--- src/rtl/gsim_pkg.sv ---
// Shared constants, FSM state encoding and helpers for the gsim_host solver front end.
// Optional residual check is built only when GSIM_RESID_CHECK_EN is defined.
package gsim_pkg;

  localparam int N     = 16;
  localparam int B_W   = 16;
  localparam int X_W   = 32;
  localparam int ACC_W = 40;
  localparam int IDX_W = 4;

  // state    | meaning
  // ST_IDLE  | waiting for start, host may write b buffer
  // ST_SEND  | streaming b[0..15] to the solver
  // ST_WAIT  | waiting for first solver word, timeout counter runs
  // ST_RECV  | capturing remaining solver words in index order
  // ST_CHECK | one residual row per cycle (check build only)
  typedef enum logic [2:0] {
    ST_IDLE  = 3'd0,
    ST_SEND  = 3'd1,
    ST_WAIT  = 3'd2,
`ifdef GSIM_RESID_CHECK_EN
    ST_RECV  = 3'd3,
    ST_CHECK = 3'd4
`else
    ST_RECV  = 3'd3
`endif
  } state_t;

  // Magnitude of a signed accumulator value.
  function automatic logic [ACC_W-1:0] abs_acc(input logic signed [ACC_W-1:0] v);
    return v[ACC_W-1] ? -v : v;
  endfunction

endpackage

--- src/rtl/gsim_resid.sv ---
// Combinational residual row: r = 20x_i - 13(x_i-1 + x_i+1) + 6(x_i-2 + x_i+2)
// - (x_i-3 + x_i+3) - (b_i << 16), missing neighbours taken as zero.
// Only instantiated when GSIM_RESID_CHECK_EN is defined.
module gsim_resid
  import gsim_pkg::*;
#(
  parameter logic [31:0] RESID_TOL = 32'd65536
) (
  input  logic [N*X_W-1:0] x_i,
  input  logic [B_W-1:0]   b_i,
  input  logic [IDX_W-1:0] row_i,
  output logic             exceed_o
);

  localparam logic signed [ACC_W-1:0] K20 = 40'sd20;
  localparam logic signed [ACC_W-1:0] K13 = 40'sd13;
  localparam logic signed [ACC_W-1:0] K6  = 40'sd6;

  // x padded with three zero entries on each side so edge rows need no special case
  logic signed [ACC_W-1:0] xe [0:N+5];
  logic signed [ACC_W-1:0] bsh;
  logic signed [ACC_W-1:0] resid;
  logic [4:0]              p;

  // Sign-extend every x into the padded window
  always_comb begin
    for (int j = 0; j < N + 6; j++) xe[j] = '0;
    for (int i = 0; i < N; i++)
      xe[i+3] = {{(ACC_W-X_W){x_i[i*X_W+X_W-1]}}, x_i[i*X_W +: X_W]};
  end

  // Evaluate the selected row and compare its magnitude against the limit
  always_comb begin
    p     = {1'b0, row_i};
    bsh   = {{(ACC_W-B_W-16){b_i[B_W-1]}}, b_i, 16'b0};
    resid = K20 * xe[p + 5'd3]
          - K13 * (xe[p + 5'd2] + xe[p + 5'd4])
          + K6  * (xe[p + 5'd1] + xe[p + 5'd5])
          - (xe[p] + xe[p + 5'd6])
          - bsh;
    exceed_o = abs_acc(resid) > {{(ACC_W-32){1'b0}}, RESID_TOL};
  end

endmodule

--- src/rtl/gsim_host.sv ---
// Host-side sequencer for an external linear solver: loads b, streams it out,
// waits (with timeout) for x, buffers the result, optionally checks residuals.
// Macro GSIM_RESID_CHECK_EN enables the CHECK state and resid_err_o.
module gsim_host
  import gsim_pkg::*;
#(
  parameter int          TIMEOUT   = 4096,
  parameter logic [31:0] RESID_TOL = 32'd65536
) (
  input  logic        clk_i,
  input  logic        rst_ni,
  input  logic        wr_en_i,
  input  logic [3:0]  wr_addr_i,
  input  logic [15:0] wr_data_i,
  input  logic        start_i,
  output logic        busy_o,
  output logic        done_o,
  output logic        timeout_o,
  output logic        in_en_o,
  output logic [15:0] b_in_o,
  input  logic        out_valid_i,
  input  logic [31:0] x_out_i,
  input  logic [3:0]  rd_addr_i,
  output logic [31:0] rd_data_o,
  output logic        resid_err_o
);

  localparam int WC_W = $clog2(TIMEOUT + 1);

  state_t           state_q, state_d;
  logic [IDX_W-1:0] idx_q, idx_d;
  logic [WC_W-1:0]  wcnt_q, wcnt_d;
  logic             done_q, done_d;
  logic             tmo_q, tmo_d;
  logic             rerr_q, rerr_d;

  logic [B_W-1:0]   b_q   [N];
  logic [X_W-1:0]   res_q [N];

  logic             cap_en;
  logic [IDX_W-1:0] cap_idx;

`ifdef GSIM_RESID_CHECK_EN
  logic [N*X_W-1:0] x_flat;
  logic             resid_hit;

  // Flatten the result buffer for the residual row evaluator
  always_comb begin
    x_flat = '0;
    for (int i = 0; i < N; i++) x_flat[i*X_W +: X_W] = res_q[i];
  end

  gsim_resid #(.RESID_TOL(RESID_TOL)) u_resid (
    .x_i      (x_flat),
    .b_i      (b_q[idx_q]),
    .row_i    (idx_q),
    .exceed_o (resid_hit)
  );
`else
  logic unused_tol;
  assign unused_tol = ^RESID_TOL;
`endif

  // State and control registers
  always_ff @(posedge clk_i or negedge rst_ni) begin
    if (!rst_ni) begin
      state_q <= ST_IDLE;
      idx_q   <= '0;
      wcnt_q  <= '0;
      done_q  <= 1'b0;
      tmo_q   <= 1'b0;
      rerr_q  <= 1'b0;
    end else begin
      state_q <= state_d;
      idx_q   <= idx_d;
      wcnt_q  <= wcnt_d;
      done_q  <= done_d;
      tmo_q   <= tmo_d;
      rerr_q  <= rerr_d;
    end
  end

  // Next-state and status flag logic
  always_comb begin
    state_d = state_q;
    idx_d   = idx_q;
    wcnt_d  = wcnt_q;
    done_d  = done_q;
    tmo_d   = tmo_q;
    rerr_d  = rerr_q;
    case (state_q)
      ST_IDLE: begin
        if (start_i) begin
          state_d = ST_SEND;
          idx_d   = '0;
          done_d  = 1'b0;
          tmo_d   = 1'b0;
          rerr_d  = 1'b0;
        end
      end
      ST_SEND: begin
        idx_d = idx_q + 4'd1;
        if (idx_q == 4'(N - 1)) begin
          state_d = ST_WAIT;
          wcnt_d  = '0;
        end
      end
      ST_WAIT: begin
        if (out_valid_i) begin
          state_d = ST_RECV;
          idx_d   = 4'd1;
        end else if (wcnt_q == WC_W'(TIMEOUT - 1)) begin
          state_d = ST_IDLE;
          tmo_d   = 1'b1;
          done_d  = 1'b1;
        end else begin
          wcnt_d = wcnt_q + WC_W'(1);
        end
      end
      ST_RECV: begin
        if (out_valid_i) begin
          idx_d = idx_q + 4'd1;
          if (idx_q == 4'(N - 1)) begin
`ifdef GSIM_RESID_CHECK_EN
            state_d = ST_CHECK;
`else
            state_d = ST_IDLE;
            done_d  = 1'b1;
`endif
          end
        end
      end
`ifdef GSIM_RESID_CHECK_EN
      ST_CHECK: begin
        idx_d = idx_q + 4'd1;
        if (resid_hit) rerr_d = 1'b1;
        if (idx_q == 4'(N - 1)) begin
          state_d = ST_IDLE;
          done_d  = 1'b1;
        end
      end
`endif
      default: state_d = ST_IDLE;
    endcase
  end

  // Outputs and capture strobes decoded from the current state
  always_comb begin
    busy_o  = (state_q != ST_IDLE);
    in_en_o = (state_q == ST_SEND);
    b_in_o  = in_en_o ? b_q[idx_q] : '0;
    cap_en  = out_valid_i && ((state_q == ST_WAIT) || (state_q == ST_RECV));
    cap_idx = (state_q == ST_RECV) ? idx_q : '0;
  end

  // b buffer (host writes in IDLE only) and result buffer (solver captures)
  always_ff @(posedge clk_i or negedge rst_ni) begin
    if (!rst_ni) begin
      for (int i = 0; i < N; i++) begin
        b_q[i]   <= '0;
        res_q[i] <= '0;
      end
    end else begin
      if ((state_q == ST_IDLE) && wr_en_i) b_q[wr_addr_i] <= wr_data_i;
      if (cap_en) res_q[cap_idx] <= x_out_i;
    end
  end

  assign done_o      = done_q;
  assign timeout_o   = tmo_q;
  assign rd_data_o   = res_q[rd_addr_i];
  assign resid_err_o = rerr_q;

endmodule

--- config.mk ---
export PLATFORM = sky130hd
export DESIGN_NAME = gsim_host
export DESIGN_NICKNAME = d
export VERILOG_FILES = /design/src/rtl/gsim_pkg.sv /design/src/rtl/gsim_resid.sv /design/src/rtl/gsim_host.sv
export SDC_FILE = /design/constraint.sdc
export NUM_CORES = 1
export LEC_CHECK = 0
export ABC_AREA = 1
export CAP_MARGIN = 20
export CORE_AREA = 2 2 290 220
export DETAILED_ROUTE_END_ITERATION = 10
export DIE_AREA = 0 0 292 222
export GPL_TIMING_DRIVEN = 1
export PLACE_DENSITY = 0.8
export REMOVE_ABC_BUFFERS = 1
export SYNTH_ARGS = -nofsm -noshare
export SYNTH_HDL_FRONTEND = slang
export SYNTH_SLANG_ARGS = --single-unit
--- constraint.sdc ---
create_clock -name clk_i -period 3.8 [get_ports clk_i]
set_input_delay 1.14 -clock clk_i [delete_from_list [all_inputs] [get_ports clk_i]]
set_output_delay 1.14 -clock clk_i [all_outputs]
set_load 0.01 [all_outputs]
# [Yosys cells after proc, flatten, opt, wreduce, memory -nomap -nowiden]
# Index checks and enable logic that the tools add are counted.
[word_totals] ff_bits=790 in_bits=61 wordCells=115
[classes] add_sub_neg=2 order_cmp=6 n_eq_ne=14 mux=36 bitwise=4 reduce_logical=16
[ops] op="$bwmux 512" count=1
[ops] op="$bwmux 256" count=1
[ops] op="$bmux 32 s4" count=1
[ops] op="$demux 32 s4" count=1
[ops] op="$mux 32" count=3
[ops] op="$bmux 16 s4" count=1
[ops] op="$demux 16 s4" count=1
[ops] op="$mux 16" count=4
[ops] op="$mux 13" count=3
[ops] op="$pmux 13 s2" count=1
[ops] op="$ge 5x5->1 const B" count=4
[ops] op="$not 4->5" count=4
[ops] op="$mux 3" count=6
[ops] op="$mux 4" count=4
[ops] op="$pmux 4 s4" count=1
[ops] op="$ne 2x2->1 const B" count=7
[ops] op="$add 13x1->13 const B" count=1
[ops] op="$eq 13x12->1 const B" count=1
[ops] op="$pmux 3 s4" count=1
[ops] op="$reduce_and 4->1" count=3
[ops] op="$lt 5x1->1 const B" count=2
[ops] op="$eq 3x2->1 const B" count=2
[ops] op="$reduce_and 6->1" count=1
[ops] op="$reduce_bool 3->1" count=2
[ops] op="14 further kinds" count=22

# [Depth between registers and ports, before layout]
# Gate-level depths: netlist (run 1).
[logic_depth] word_depth=8 ltp_mapped=10 mapped_depth_nobuf=10

# [Worst setup path before layout (run 1)]
# Ideal clock, no wire load.
[synth_path] kind="in2out" startpoint="input port rd_addr_i[0]" endpoint="output port rd_data_o[13]" arrival_time_ns=2.342 t_required_ns=2.660 slack_ns=0.318 stages=10 n_path_buf=5 path_cell_list="buf_2 > buf_4 > buf_2 > buf_2 > buf_2 > a21oi_1 > o21ai_0 > nand3_1 > nand3_1 > nand2_1"
[synth_via] elab_chain_len=4
[synth_lines] item="start, declared" line="gsim_host.sv:23" text="input logic [3:0] rd_addr_i,"
[synth_lines] item="$not 4->5 (implied by the code)" line="gsim_host.sv:171" text="assign rd_data_o = res_q[rd_addr_i];"
[synth_lines] item="$bmux 32 s4" line="gsim_host.sv:171"
[synth_lines] item="$mux 32 (implied by the code) (2 in series)" line="gsim_host.sv:171"
[synth_lines] item="end, declared" line="gsim_host.sv:24" text="output logic [31:0] rd_data_o,"
# Every way passes these cells. The select of a mux whose other input is x is not followed.

# [Final worst setup path (run 1)]
[layout_path] startpoint="input port rd_addr_i[0]" endpoint="output port rd_data_o[4]"
# Same word-level chain as after synthesis.

==> metrics, run 1 <==
hold_ws=480 ps; area delta synth->final=15.4%; Core ar.=61,800 µm²; Worst IR Drop VDD=0.361 mV; number of remaining DRC errors=0; height of the chip=222 µm; cell mode on critical path=nand3_1; CTS Buf Count=77; Syn Inst Count=4,685; PwrDens=596 nW/µm²; mean post-synth cell area=7.86 µm²; Initial DRC Count=4,120; H-tree levels=3; synthesized area=36,800 µm²; I/O Buffers=112; RSZ-0062 raised after global routing=no; Worst-Margin Slew=914 ps; CTS Sinks=789; drt pass-1 iters=6; Crit Path Max Fanout=26; Layout Skew=31.5 ps; per-cell routed wire length=18.5 µm; dominant synthesized flop cell=dfrtp_1; row count=79; via count=32,669; first-pass GRT wire length=166,000 µm; setup slack after placement=-122 ps; fin crit share=0.988; Final setup viols=0; dpl hpwl=57,100 µm; largest net degree at the start of global routing=85; antenna-violating nets left=0; Synth async-reset ratio=1.00; crit-path cells=buf_16, buf_6, a21oi_1, o21ai_0, nand3_1, nand3_1, nand2_1, clkdlybuf4s50_1; largest area contributor in the netlist=dfrtp_1; Die W=292 µm; post-synthesis sequential area ratio=0.536; Max Freq=266 MHz; Clock Path Buffers=3; CP Class=in -> out; worst min path class=reg -> reg; total grt overflow=0; final hold vios=0; antenna violations before repair=3; top cells by area, synth=dfrtp_1, nand2_1, o21ai_0; Yosys cell types=29; Syn. warnings=0; Via density=5.86; Clock Pin Slew Worst Setup and Hold Paths=60 ps; Final WS setup=45.4 ps; Clk Latency, worst-skew pair=650 ps; max cap viols=0; clk root buf=clkbuf_16; final core occ=0.688; final slew viol count=0; Total GRT Usage=0.320; share of the synthesized area in the top cell type=0.536; crit end category=output pin; CP startpoint kind=input pin; Slowest-stage cell, CP=clkdlybuf4s50_1; most frequent cell after synthesis=nand2_1; Initial Utilization=0.596; min cycle time layout=3750 ps; required time worst endpoint=2660 ps; WL final=103,000 µm; Die ar.=64,800 µm²; Routability Congestion=0.832; share of layout cells above drive strength 1=0.0676; I/O Pins=114; Final nets=4,773; Worst EP arrival=2610 ps; outcome=complete, no violations; CTS tree=done; vias in the first global route=30,360; Yosys reg bits=789; Worst slew margin=0.391; Post-synth EDFFs=0; Static Leakage=20.5 nW; top cells by count, synth=nand2_1, o21ai_0, dfrtp_1, inv_1, nand3_1; Crit path largest cell delay=530 ps
[report_power, final]
| group | total, mW | switching [mW] | internal (mW) |
|---|---|---|---|
| logic | 6.31 | 3.89 | 2.42 |
| clock network | 7.90 | 3.35 | 4.55 |
| registers | 11.1 | 0.941 | 10.2 |
[flip-flops by register name (all words and copies together), names as in the netlist]
signal / flops
idx_q: 4
done_o: 1
state_q: 2
b_q: 256
wcnt_q: 13
timeout_o: 1
res_q: 512
[layout make-up]
cell class | instances | area [µm²]
inverter | 468 | 1780
sequential | 789 | 19700
antenna | 2 | 5.00
clock buffer | 110 | 2240
multi-input combinational | 3102 | 14100
fill | 4755 | 19300
clock inverter | 29 | 374
tap | 810 | 1010
timing repair buffer | 265 | 3250
timing repair inverter | 1 | 8.76
[routing by layer]
layer	track usage	routed length [µm]	vias to the layer above
li1	-	-	15144
met1	0.470	43800	15538
met2	0.482	46000	1741
met3	0.0609	10600	244
met4	0.104	2980	2
met5	0	13	-
[worst paths after layout]
kind | startpoint | endpoint | slack (ps) | cells past startpoint
min in group asynchronous | rst_ni | res_q[442]$_DFFE_PN0P_ | 570 | 1
hold reg to reg | res_q[498]$_DFFE_PN0P_ | res_q[498]$_DFFE_PN0P_ | 480 | 2
setup / recovery | rd_addr_i[0] | rd_data_o[4] | 50 | 8
setup reg to reg | state_q[0]$_DFFE_PN0P_ | res_q[169]$_DFFE_PN0P_ | 750 | 9
hold / removal | res_q[498]$_DFFE_PN0P_ | res_q[498]$_DFFE_PN0P_ | 480 | 2
max in group asynchronous | rst_ni | res_q[271]$_DFFE_PN0P_ | 2230 | 2
[cells by family (layout without fill, tap and decap cells)]
family | Yosys count | after routing | share of synthesized area
xor+xnor | 5 | 5 | 0.00119
other cells | 1 | 3 | 0.000102
fa+ha+maj | 8 | 8 | 0.00272
compound gates | 1194 | 1194 | 0.167
flops | 789 | 789 | 0.536
buf+inv | 794 | 873 | 0.0843
simple gates | 1894 | 1894 | 0.209
[cells in the final DEF (no fill, tap or decap), types with 3 or more instances in the layout]
cell             count
a21oi_1            176
a21oi_2              6
buf_12              38
buf_16              12
buf_4               88
buf_6                6
bufbuf_16            6
bufinv_16            6
clkbuf_1            15
clkbuf_16           83
clkbuf_8            17
clkdlybuf4s50_1     60
clkinv_2            15
clkinv_8             4
clkinvlp_4           4
dfrtp_1            787
dlygate4sd2_1       29
dlymetal6s2s_1      18
ha_1                 8
inv_1              460
inv_2                4
nand2_1           1425
nand2_2              9
nand3_1            373
nand4_1              4
nand4_4              4
nor2_1              64
nor2_2               3
nor2_4               6
nor3_1               4
o211ai_1            64
o21ai_0            916
o21ai_1             29
xor2_1               5
[worst max-delay path: cells and delay by family]
| family | cells | cell delay [ps] |
|---|---|---|
| compound gates | 2 | 320 |
| buf+inv | 3 | 900 |
| simple gates | 3 | 240 |
[stage by stage]
| stage | power, mW | std cells | TNS [ps] | area, µm² |
|---|---|---|---|---|
| 3_5_place_dp | 17.1 | 5419 | -1690 | 39300 |
| 6_report | 25.3 | 5576 | 0 | 42500 |
| 5_1_grt | 26.8 | 5576 | 0 | 42500 |
| 3_3_place_gp | 16.8 | 5419 | -1230 | 39300 |
| 2_1_floorplan | 14.8 | 4359 | -146520 | 35500 |
| 4_1_cts | 25.3 | 5570 | -163 | 42300 |
[timing repair]
item | CTS | global route
endpoints found under the setup margin | 47 | 19
hold buffers | 0 | 0
cloned | 9 | 4
buffers inserted | 3 | 0
gates resized for setup | 55 | 34
pin swaps | 5 | 1
Power figures use the tool's default switching activity.
==> run 2: changes to the inputs <==
--- a/config.mk
+++ b/config.mk
@@ -11,6 +11,7 @@
 export DETAILED_ROUTE_END_ITERATION = 10
 export DIE_AREA = 0 0 292 222
 export GPL_TIMING_DRIVEN = 1
+export MAX_ROUTING_LAYER = met4
 export PLACE_DENSITY = 0.8
 export REMOVE_ABC_BUFFERS = 1
 export SYNTH_ARGS = -nofsm -noshare
==> run 2 against run 1 <==
- critical path type unchanged
- setup slack improved by 2.9 ps
- critical path depth did not move
- clock skew fell by 0.73 ps
- combinational power barely moved
- largest cell class unchanged
- routed wire length rose by 0.20%
- register-to-register slack barely moved
- final cell count did not move
- core utilization barely moved
==> metrics, run 2 (synthesized netlist as in run 1, its figures left out) <==
cell mode on critical path=nand3_1; via count=32,561; Final setup viols=0; Core ar.=61,800 µm²; CTS Buf Count=77; antenna-violating nets left=0; biggest regs=res_q (512), b_q (256), wcnt_q (13); required time worst endpoint=2660 ps; min cycle time layout=3750 ps; number of remaining DRC errors=0; Slowest-stage cell, CP=clkdlybuf4s50_1; Layout Skew=30.7 ps; Die W=292 µm; Via density=5.84; first-pass GRT wire length=166,000 µm; Worst-Margin Slew=939 ps; Crit Path Max Fanout=26; H-tree levels=3; Hold Path Origin=res_q[484]$_DFFE_PN0P_; PwrDens=596 nW/µm²; clk root buf=clkbuf_16; worst min path class=reg -> reg; CTS tree=done; fin crit share=0.987; Routability Congestion=0.844; Clock Pin Slew Worst Setup and Hold Paths=60 ps; Setup TNS Final=0 ps; commonest non-fill, non-tap cell in the layout=nand2_1; Final WS setup=48.3 ps; max cap viols=0; largest net degree at the start of global routing=85; total grt overflow=0; final hold vios=0; height of the chip=222 µm; Clock Path Buffers=3; final slew viol count=0; Initial Utilization=0.596; area delta synth->final=15.4%; drt pass-1 iters=6; I/O Pins=114; Critical path origin=rd_addr_i[0]; row count=79; dpl hpwl=57,100 µm; Max Freq=267 MHz; per-cell routed wire length=18.6 µm; crit end category=output pin; hold_ws=481 ps; Die ar.=64,800 µm²; Worst IR Drop VDD=0.360 mV; Clk Latency, worst-skew pair=650 ps; Final nets=4,773; Static Leakage=20.5 nW; Initial DRC Count=4,129; outcome=complete, no violations; R2R Path Start=state_q[0]$_DFFE_PN0P_; CP Class=in -> out; total design power=25.3 mW; setup slack after placement=-122 ps; number of flip-flops in the largest register=512; commonest non-fill, non-tap cells in the layout=nand2_1, o21ai_0, dfrtp_1, inv_1, nand3_1; Crit path largest cell delay=530 ps; antenna violations before repair=2; largest reg by FF count=res_q; CTS Sinks=789; Total GRT Usage=0.330; Worst slew margin=0.370; vias in the first global route=30,364; WL final=104,000 µm; crit-path cells=buf_16, buf_6, a21oi_1, o21ai_0, nand3_1, nand3_1, nand2_1, clkdlybuf4s50_1; CP startpoint kind=input pin; RSZ-0062 raised after global routing=no; Worst EP arrival=2610 ps; share of layout cells above drive strength 1=0.0672; I/O Buffers=112
[run 2: cell types whose count changed in the layout (fill, tap and decap cells not counted)]
cell        previous run  this run
clkinvlp_4             4         3
nand2_2                9         8
clkinv_1               1         2
nand2_1             1425      1426
[run 2: layout make-up]
type | count | area, µm²
repair inverters | 1 | 8.76
clock inverters | 29 | 374
multi-input cells | 3102 | 14100
clock buffers | 110 | 2240
diodes | 2 | 5.00
inverters | 468 | 1770
well taps | 810 | 1010
flip-flops and latches | 789 | 19700
repair buffers | 265 | 3250
fillers | 4757 | 19300
[run 2: worst paths after layout]
check,endpoint,slack (ps),cells after the start
worst max-delay path,rd_data_o[4],50,8
worst min-delay path,res_q[484]$_DFFE_PN0P_,480,2
worst max register to register,res_q[169]$_DFFE_PN0P_,750,9
worst min register to register,res_q[484]$_DFFE_PN0P_,480,2
max in group asynchronous,res_q[271]$_DFFE_PN0P_,2220,2
min in group asynchronous,res_q[140]$_DFFE_PN0P_,580,1
[run 2: critical path, delay by kind of cell]
| family | cells | cell delay (ps) |
|---|---|---|
| buffers and inverters | 3 | 900 |
| AND/OR/NAND/NOR | 3 | 240 |
| AO/OA/AOI/OAI | 2 | 320 |
[run 2: power by group]
part	internal, mW	total, mW	switching, mW
combinational	2.42	6.31	3.89
clock	4.55	7.90	3.35
sequential	10.2	11.1	0.944
[run 2: repair_timing]
item / 4_1_cts / 5_1_grt
hold buffers: 0 / 0
buffers inserted: 3 / 0
pin swaps: 5 / 1
gates cloned: 9 / 4
gates resized for setup: 55 / 32
endpoints found under the setup margin: 47 / 19
[run 2: through the flow]
step,utilization,std cells,instance area [µm²]
6_report,0.688,5576,42500
5_1_grt,0.688,5576,42500
4_1_cts,0.684,5570,42300
3_5_place_dp,0.636,5419,39300
3_3_place_gp,0.636,5419,39300
2_1_floorplan,-,4359,35500
[run 2: metal layers]
layer  share of wire  global-route usage  up-vias
met5               0                   -        -
met4           0.025               0.103        0
met3           0.097              0.0583      214
met2            0.45               0.482     1609
met1            0.43               0.472    15592
li1                -                   -    15146
